**src/rtl/fifo_pkg.sv**
```systemverilog
// Shared definitions for the FIFO read-side word unpacker.
// - FIFO_DATA_WIDTH : width of one FIFO entry.
// - DEFAULT_BYTES   : default number of entries packed per output word.
// - flush_state_e   : flush sequencing FSM states.
package fifo_pkg;

    localparam int unsigned FIFO_DATA_WIDTH = 8;
    localparam int unsigned DEFAULT_BYTES   = 4;

    typedef enum logic [1:0] {
        FILL       = 2'd0,
        FLUSH_WAIT = 2'd1,
        DONE       = 2'd2
    } flush_state_e;

endpackage

```
**src/rtl/fifo_word_unpacker_if.sv**
```systemverilog
// Output word stream of the unpacker.
// - m_data  : packed word, entry 0 in the LSBs
// - m_keep  : per-byte-lane valid mask
// - m_last  : marks the word produced by a flush
// - m_valid : word valid
// - m_ready : downstream accepts when m_valid && m_ready
// master = producer (unpacker), slave = consumer.
interface fifo_word_unpacker_if #(
    parameter int unsigned DATA_WIDTH = fifo_pkg::FIFO_DATA_WIDTH,
    parameter int unsigned BYTES      = fifo_pkg::DEFAULT_BYTES
);

    logic [BYTES*DATA_WIDTH-1:0] m_data;
    logic [BYTES-1:0]            m_keep;
    logic                        m_last;
    logic                        m_valid;
    logic                        m_ready;

    modport master (
        output m_data,
        output m_keep,
        output m_last,
        output m_valid,
        input  m_ready
    );

    modport slave (
        input  m_data,
        input  m_keep,
        input  m_last,
        input  m_valid,
        output m_ready
    );

endinterface

```
**src/rtl/word_out_reg.sv**
```systemverilog
// One-entry valid/ready holding register for a packed word.
// - r_clk, rst     : clock and synchronous active-high reset
// - load_i         : capture load_*_i and raise valid; only asserted when free_o is high
// - load_data_i/load_keep_i/load_last_i : word to capture
// - free_o         : register empty or being drained this cycle
// - valid_o/ready_i: output handshake
// - data_o/keep_o/last_o : held word, stable while valid_o && !ready_i
module word_out_reg #(
    parameter int unsigned WIDTH = 32,
    parameter int unsigned BYTES = 4
) (
    input  logic             r_clk,
    input  logic             rst,
    input  logic             load_i,
    input  logic [WIDTH-1:0] load_data_i,
    input  logic [BYTES-1:0] load_keep_i,
    input  logic             load_last_i,
    output logic             free_o,
    output logic             valid_o,
    input  logic             ready_i,
    output logic [WIDTH-1:0] data_o,
    output logic [BYTES-1:0] keep_o,
    output logic             last_o
);

    logic             valid_q, valid_d;
    logic [WIDTH-1:0] data_q, data_d;
    logic [BYTES-1:0] keep_q, keep_d;
    logic             last_q, last_d;

    assign free_o = !valid_q || ready_i;

    always_comb begin
        valid_d = valid_q;
        data_d  = data_q;
        keep_d  = keep_q;
        last_d  = last_q;
        if (load_i) begin
            valid_d = 1'b1;
            data_d  = load_data_i;
            keep_d  = load_keep_i;
            last_d  = load_last_i;
        end else if (valid_q && ready_i) begin
            valid_d = 1'b0;
        end
    end

    always_ff @(posedge r_clk) begin
        if (rst) begin
            valid_q <= 1'b0;
            data_q  <= '0;
            keep_q  <= '0;
            last_q  <= 1'b0;
        end else begin
            valid_q <= valid_d;
            data_q  <= data_d;
            keep_q  <= keep_d;
            last_q  <= last_d;
        end
    end

    assign valid_o = valid_q;
    assign data_o  = data_q;
    assign keep_o  = keep_q;
    assign last_o  = last_q;

endmodule

```
**src/rtl/fifo_word_unpacker.sv**
```systemverilog
// Read-domain FIFO consumer: drains entries while the FIFO is non-empty and packs BYTES
// consecutive entries little-endian into one word on a valid/ready stream with a keep mask.
// A flush pulse emits any partial word (m_last=1) and then pulses flush_done.
// - r_clk, rst       : clock, synchronous active-high reset
// - fifo_empty       : FIFO empty flag
// - fifo_rd_en       : FIFO read strobe; fifo_data valid the following cycle
// - fifo_data        : FIFO read data
// - flush            : request to emit the partial word
// - flush_done       : one-cycle pulse when the flush has completed
// - busy             : anything buffered, in flight, pending or presented
// - words_out        : accepted-word counter, wraps
// - m                : output word stream (master)
module fifo_word_unpacker
    import fifo_pkg::*;
#(
    parameter int unsigned DATA_WIDTH = FIFO_DATA_WIDTH,
    parameter int unsigned BYTES      = DEFAULT_BYTES,
    parameter int unsigned CNT_WIDTH  = 16
) (
    input  logic                  r_clk,
    input  logic                  rst,
    input  logic                  fifo_empty,
    output logic                  fifo_rd_en,
    input  logic [DATA_WIDTH-1:0] fifo_data,
    input  logic                  flush,
    output logic                  flush_done,
    output logic                  busy,
    output logic [CNT_WIDTH-1:0]  words_out,
    fifo_word_unpacker_if.master  m
);

    localparam int unsigned CW = $clog2(BYTES + 1);
    localparam int unsigned WW = BYTES * DATA_WIDTH;
    localparam logic [CW:0]   BytesExt = (CW + 1)'(BYTES);
    localparam logic [CW-1:0] BytesCnt = CW'(BYTES);

    flush_state_e         state_q, state_d;
    logic                 flush_pend_q, flush_pend_d;
    logic [CW-1:0]        cnt_q, cnt_d;
    logic                 inflight_q, inflight_d;
    logic [WW-1:0]        acc_q, acc_d;
    logic [BYTES-1:0]     keep_q, keep_d;
    logic [CNT_WIDTH-1:0] words_out_q, words_out_d;

    logic             out_free;
    logic             load;
    logic [BYTES-1:0] load_keep;
    logic             load_last;
    logic             accept;

    // Credit: bytes held plus the byte in flight must leave room in the accumulator, so a
    // returning byte can never collide with a full accumulator.
    assign fifo_rd_en = !rst && !fifo_empty && !flush_pend_q &&
                        (({1'b0, cnt_q} + (CW + 1)'(inflight_q)) < BytesExt);
    assign inflight_d = fifo_rd_en;

    assign accept      = m.m_valid && m.m_ready;
    assign words_out_d = words_out_q + CNT_WIDTH'(accept);

    always_comb begin
        state_d      = state_q;
        flush_pend_d = flush_pend_q;
        cnt_d        = cnt_q;
        acc_d        = acc_q;
        keep_d       = keep_q;
        load         = 1'b0;
        load_keep    = '1;
        load_last    = 1'b0;
        flush_done   = 1'b0;

        if (inflight_q) begin
            for (int unsigned i = 0; i < BYTES; i++) begin
                if (cnt_q == CW'(i)) begin
                    acc_d[i*DATA_WIDTH +: DATA_WIDTH] = fifo_data;
                    keep_d[i]                         = 1'b1;
                end
            end
            cnt_d = cnt_q + CW'(1);
        end

        if (cnt_q == BytesCnt && out_free) begin
            load      = 1'b1;
            load_keep = '1;
            load_last = 1'b0;
            cnt_d     = '0;
            acc_d     = '0;
            keep_d    = '0;
        end

        case (state_q)
            FILL: begin
                if (flush) begin
                    flush_pend_d = 1'b1;
                    state_d      = FLUSH_WAIT;
                end
            end
            FLUSH_WAIT: begin
                // A full accumulator drains through the normal path above; only a
                // partial one is pushed out here with m_last set.
                if (!inflight_q) begin
                    if (cnt_q == '0) begin
                        state_d = DONE;
                    end else if (cnt_q != BytesCnt && out_free) begin
                        load      = 1'b1;
                        load_keep = keep_q;
                        load_last = 1'b1;
                        cnt_d     = '0;
                        acc_d     = '0;
                        keep_d    = '0;
                        state_d   = DONE;
                    end
                end
            end
            DONE: begin
                flush_done   = 1'b1;
                flush_pend_d = 1'b0;
                state_d      = FILL;
            end
            default: begin
                state_d = FILL;
            end
        endcase
    end

    always_ff @(posedge r_clk) begin
        if (rst) begin
            state_q      <= FILL;
            flush_pend_q <= 1'b0;
            cnt_q        <= '0;
            inflight_q   <= 1'b0;
            acc_q        <= '0;
            keep_q       <= '0;
            words_out_q  <= '0;
        end else begin
            state_q      <= state_d;
            flush_pend_q <= flush_pend_d;
            cnt_q        <= cnt_d;
            inflight_q   <= inflight_d;
            acc_q        <= acc_d;
            keep_q       <= keep_d;
            words_out_q  <= words_out_d;
        end
    end

    word_out_reg #(
        .WIDTH (WW),
        .BYTES (BYTES)
    ) u_word_out_reg (
        .r_clk       (r_clk),
        .rst         (rst),
        .load_i      (load),
        .load_data_i (acc_q),
        .load_keep_i (load_keep),
        .load_last_i (load_last),
        .free_o      (out_free),
        .valid_o     (m.m_valid),
        .ready_i     (m.m_ready),
        .data_o      (m.m_data),
        .keep_o      (m.m_keep),
        .last_o      (m.m_last)
    );

    assign busy      = (cnt_q != '0) || inflight_q || flush_pend_q || m.m_valid;
    assign words_out = words_out_q;

endmodule

```
**src/flat_wrapper.sv**
```systemverilog
// flat-port wrapper written by rule: the top's interface ports become plain ports
module fifo_word_unpacker_flat import fifo_pkg::*;
#(
    parameter int unsigned DATA_WIDTH = FIFO_DATA_WIDTH,
    parameter int unsigned BYTES      = DEFAULT_BYTES,
    parameter int unsigned CNT_WIDTH  = 16
)
  (r_clk, rst, fifo_empty, fifo_rd_en, fifo_data, flush, flush_done, busy, words_out, m_m_data, m_m_keep, m_m_last, m_m_valid, m_m_ready);
  fifo_word_unpacker_if #(.DATA_WIDTH(DATA_WIDTH), .BYTES(BYTES)) m_i ();
  input  logic r_clk;
  input  logic rst;
  input  logic fifo_empty;
  output logic fifo_rd_en;
  input  logic [DATA_WIDTH-1:0] fifo_data;
  input  logic flush;
  output logic flush_done;
  output logic busy;
  output logic [CNT_WIDTH-1:0] words_out;
  output wire logic [$bits(m_i.m_data)-1:0] m_m_data;
  output wire logic [$bits(m_i.m_keep)-1:0] m_m_keep;
  output wire logic [$bits(m_i.m_last)-1:0] m_m_last;
  output wire logic [$bits(m_i.m_valid)-1:0] m_m_valid;
  input wire logic [$bits(m_i.m_ready)-1:0] m_m_ready;
  assign m_m_data = m_i.m_data;
  assign m_m_keep = m_i.m_keep;
  assign m_m_last = m_i.m_last;
  assign m_m_valid = m_i.m_valid;
  assign m_i.m_ready = m_m_ready;
  fifo_word_unpacker #(.DATA_WIDTH(DATA_WIDTH), .BYTES(BYTES), .CNT_WIDTH(CNT_WIDTH)) u_core (.r_clk(r_clk), .rst(rst), .fifo_empty(fifo_empty), .fifo_rd_en(fifo_rd_en), .fifo_data(fifo_data), .flush(flush), .flush_done(flush_done), .busy(busy), .words_out(words_out), .m(m_i));
endmodule
```
**config.mk**
```make
export PLATFORM = sky130hd
export DESIGN_NAME = fifo_word_unpacker_flat
export DESIGN_NICKNAME = d
export VERILOG_FILES = /design/src/rtl/fifo_pkg.sv /design/src/rtl/fifo_word_unpacker_if.sv /design/src/rtl/word_out_reg.sv /design/src/rtl/fifo_word_unpacker.sv /design/src/flat_wrapper.sv
export SDC_FILE = /design/constraint.sdc
export NUM_CORES = 1
export LEC_CHECK = 0
export ABC_AREA = 1
export CAP_MARGIN = 20
export CORE_MARGIN = 3
export CORE_UTILIZATION = 55
export CTS_BUF_LIST = sky130_fd_sc_hd__clkbuf_8
export DETAILED_ROUTE_END_ITERATION = 6
export GPL_ROUTABILITY_DRIVEN = 0
export PLACE_DENSITY = 0.95
export SLEW_MARGIN = 20
export SYNTH_ARGS = -nofsm -noshare
export SYNTH_HDL_FRONTEND = slang
export SYNTH_SLANG_ARGS = --single-unit
```
**constraint.sdc**
```tcl
create_clock -name r_clk -period 5 [get_ports r_clk]
set_clock_uncertainty 0.1 [all_clocks]
set_input_delay 1 -clock r_clk [delete_from_list [all_inputs] [get_ports r_clk]]
set_output_delay 1 -clock r_clk [all_outputs]
set_load 0.03 [all_outputs]
```
==> flow_metrics.py <==
metrics = {
    "power_and_ir_drop": {
        "power_frac_seq_pct": 50.7,
        "powerDensity_nw_per_um2": 357,
        "irDropWorstVdd_uv": 212,
        "p_int_mw": 1.17,
        "p_sw_share_pct": 29.8,
        "switchingPower_mw": 0.498,
        "p_total_mw": 1.67,
        "p_leak_nw": 1.84,
        "power_frac_comb_pct": 19.6,
        "clock_power_share_pct": 29.6,
    },
    "detailed_routing": {
        "met2_wirelength_um": 4460,
        "route.detailed.drc": 0,
        "drtAntennaViolNets": 0,
        "drt_pass1_iterations": 5,
        "top_layer_used": "met4",
        "dr_wl_met3_um": 575,
        "vias": 3512,
        "met1_length_um": 3900,
        "via_per_inst": 5.59,
        "wl_um": 9110,
        "drt_iter0_markers": 223,
        "post_drt_wl_per_cell_um": 14.5,
    },
    "die": {
        "initial_core_util_pct": 58.6,
        "die_w_um": 89.4,
        "core_area_um2": 6530,
        "ioPinCount": 70,
        "die_h_um": 89.4,
        "die-area_um2": 8000,
        "num_rows": 29,
    },
    "finish": {
        "regArea_um2": 1940,
        "multi_input_area_um2": 1620,
        "antennaDiodeCount": 0,
        "mostFrequentLayoutCell": "nor2_1",
        "areaGrowthSynthToFinish_pct": 22.3,
        "drive_gt1_share_pct": 5.81,
        "nets": 567,
        "fillers": 501,
        "final_cell_mix": "100 x nor2_1, 97 x dfxtp_1, 69 x nand2_1, 69 x clkdlybuf4s50_1, 42 x a21oi_1",
    },
    "critical_path": {
        "cp-end-kind": "primary output",
        "crit_top_cell": "clkdlybuf4s50_1",
        "arrival_ns": 2.92,
        "critPathMaxStageDelay_ns": 0.73,
        "required_ns": 3.90,
        "cp-start-kind": "input pin",
        "critical-path-top-delay-family": "buffers and inverters",
        "slowest_stage": "clkdlybuf4s50_1",
        "path_cells": "clkdlybuf4s50_1 > nor2_1 > nand3_1 > a21oi_1 > clkdlybuf4s50_1",
        "path_buf_inv": 2,
        "worstPathMaxFanout": 17,
        "crit_type": "in2out",
    },
    "timing": {
        "fmax_mhz": 249,
        "period_share_pct": 80.5,
        "drv_slew": 0,
        "rsz0062_at_grt": "no",
        "slew_headroom_pct": 43.0,
        "fin_setup_tns_ns": 0,
        "setup-violations-final": 0,
        "worst_slew_pin_slew_ns": 0.855,
        "fin_crit_ns": 4.02,
        "hold_viol_final": 0,
    },
    "clocking": {
        "post_cts_buffers": 0,
        "clk_root_buffer_cell": "clkbuf_8",
        "clockBufferDepth": 2,
        "clock_sinks": 97,
        "cts_hold_buf": 0,
        "cts-resized-gates": 0,
        "cts_tree": "done",
        "cts_made_buffers": 9,
        "path_clk_slew_ns": 0.09,
        "htreeDepth": 3,
        "clkLatencyLatePin_ns": 0.36,
    },
    "global_routing": {
        "grt_pass1_vias": 3329,
        "grt_max_degree": 43,
        "grtUsageTotal_pct": 24.0,
        "antenna_found_initial": 0,
        "grt_pass1_wl_um": 15200,
        "grt_overflow": 0,
    },
    "placement": {
        "port_buffers": 69,
        "hpwlAfterDp_um": 6200,
    },
    "synth": {
        "synth_cell_types": 24,
        "postSynthAreaPerCell_um2": 7.78,
        "synth_nets": 513,
        "ys_ff_latch": 97,
        "ys_warn_count": 0,
        "syn_area_um2": 3830,
        "syn-instance-count": 492,
        "ys_seq_area_share_pct": 50.7,
    },
    "status": {
        "status": "completed",
    },
    "flow_run": {
        "drv_cap": 0,
    },
    "hold_path": {
        "min_path_type": "reg2reg",
    },
}
## per-stage QoR
step                utilization (%)  area [um2]  setup WS, ns  instances  hold WS, ns
detailed placement             68.8        4490          1.02        612        0.343
floorplan                         -        3830          2.08        492        0.322
CTS                            71.7        4680         0.997        628        0.370
global placement               68.8        4490          1.08        612        0.329
global route                   71.7        4680         0.890        628        0.381
finish                         71.7        4680         0.977        628        0.366
## sequential cells by signal, indices dropped and copies added, names as in the netlist
name                           cells
u_core.acc_q                      32
u_core.u_word_out_reg.data_o      32
u_core.words_out                  16
u_core.keep_q                      4
u_core.u_word_out_reg.keep_o       4
u_core.cnt_q                       3
u_core.state_q                     2
u_core.flush_pend_q                1
u_core.inflight_q                  1
u_core.u_word_out_reg.last_o       1
u_core.u_word_out_reg.valid_o      1
## worst min-delay path: stages (launching register included)
cell	delay, ns
dfxtp_1	0.32
inv_1	0.05
a21oi_1	0.06
## power groups by stage
stage / registers, mW / clock network, mW / logic (mW)
after floorplan: 0.935 / 0 / 0.140
after global placement: 0.863 / 0 / 0.319
after detailed placement: 0.865 / 0 / 0.326
after CTS: 0.848 / 0.500 / 0.330
after global routing: 0.855 / 0.534 / 0.356
final: 0.849 / 0.496 / 0.328
## area by class of cell
cell class / instances / area share [%]
multi-input cells: 333 / 34.6
inverters: 34 / 2.78
well taps: 77 / 2.06
repair buffers: 71 / 15.1
clock inverters: 6 / 1.10
clock buffers: 10 / 2.94
flip-flops and latches: 97 / 41.5
## metal layers
| layer | vias to the layer above | track usage, % |
|---|---|---|
| met4 | 0 | 8.25 |
| met5 | - | 0 |
| met2 | 139 | 41.6 |
| met3 | 20 | 4.79 |
| met1 | 1635 | 29.8 |
| li1 | 1718 | - |
## cell families after synthesis
kind of cell    synth area share, %
fa+ha+maj                      2.62
buf+inv                        7.00
xor+xnor                      0.458
flops                          50.7
compound gates                 13.3
simple gates                   25.9
## cells in the mapped netlist
master,count,share of area (%)
inv_4,1,0.16
buf_1,4,0.39
nor3_1,3,0.39
nand2_4,2,0.59
xnor2_1,1,0.23
clkbuf_1,11,1.1
a21oi_1,42,5.5
buf_8,1,0.39
o21ai_0,41,5.4
dfxtp_1,97,51
nor2_2,2,0.33
buf_6,1,0.29
or2_2,1,0.16
nor2_1,100,9.8
o21a_1,1,0.20
nand2_1,69,6.8
nand3_1,24,3.1
nand3_2,1,0.26
inv_1,33,3.2
a21oi_2,10,2.3
ha_1,8,2.6
nand4_1,27,4.4
buf_2,11,1.4
xor2_1,1,0.23
## path summary, 6_finish.rpt
check	startpoint	endpoint	slack, ns	depth (start not counted)
min	u_core.keep_q[0]	u_core.keep_q[0]	0.37	2
max reg2reg	u_core.cnt_q[1]	u_core.acc_q[30]	2.41	8
max	rst	fifo_rd_en	0.98	5
min reg2reg	u_core.keep_q[0]	u_core.keep_q[0]	0.37	2
No activity file was read; power rests on OpenSTA's default activity.
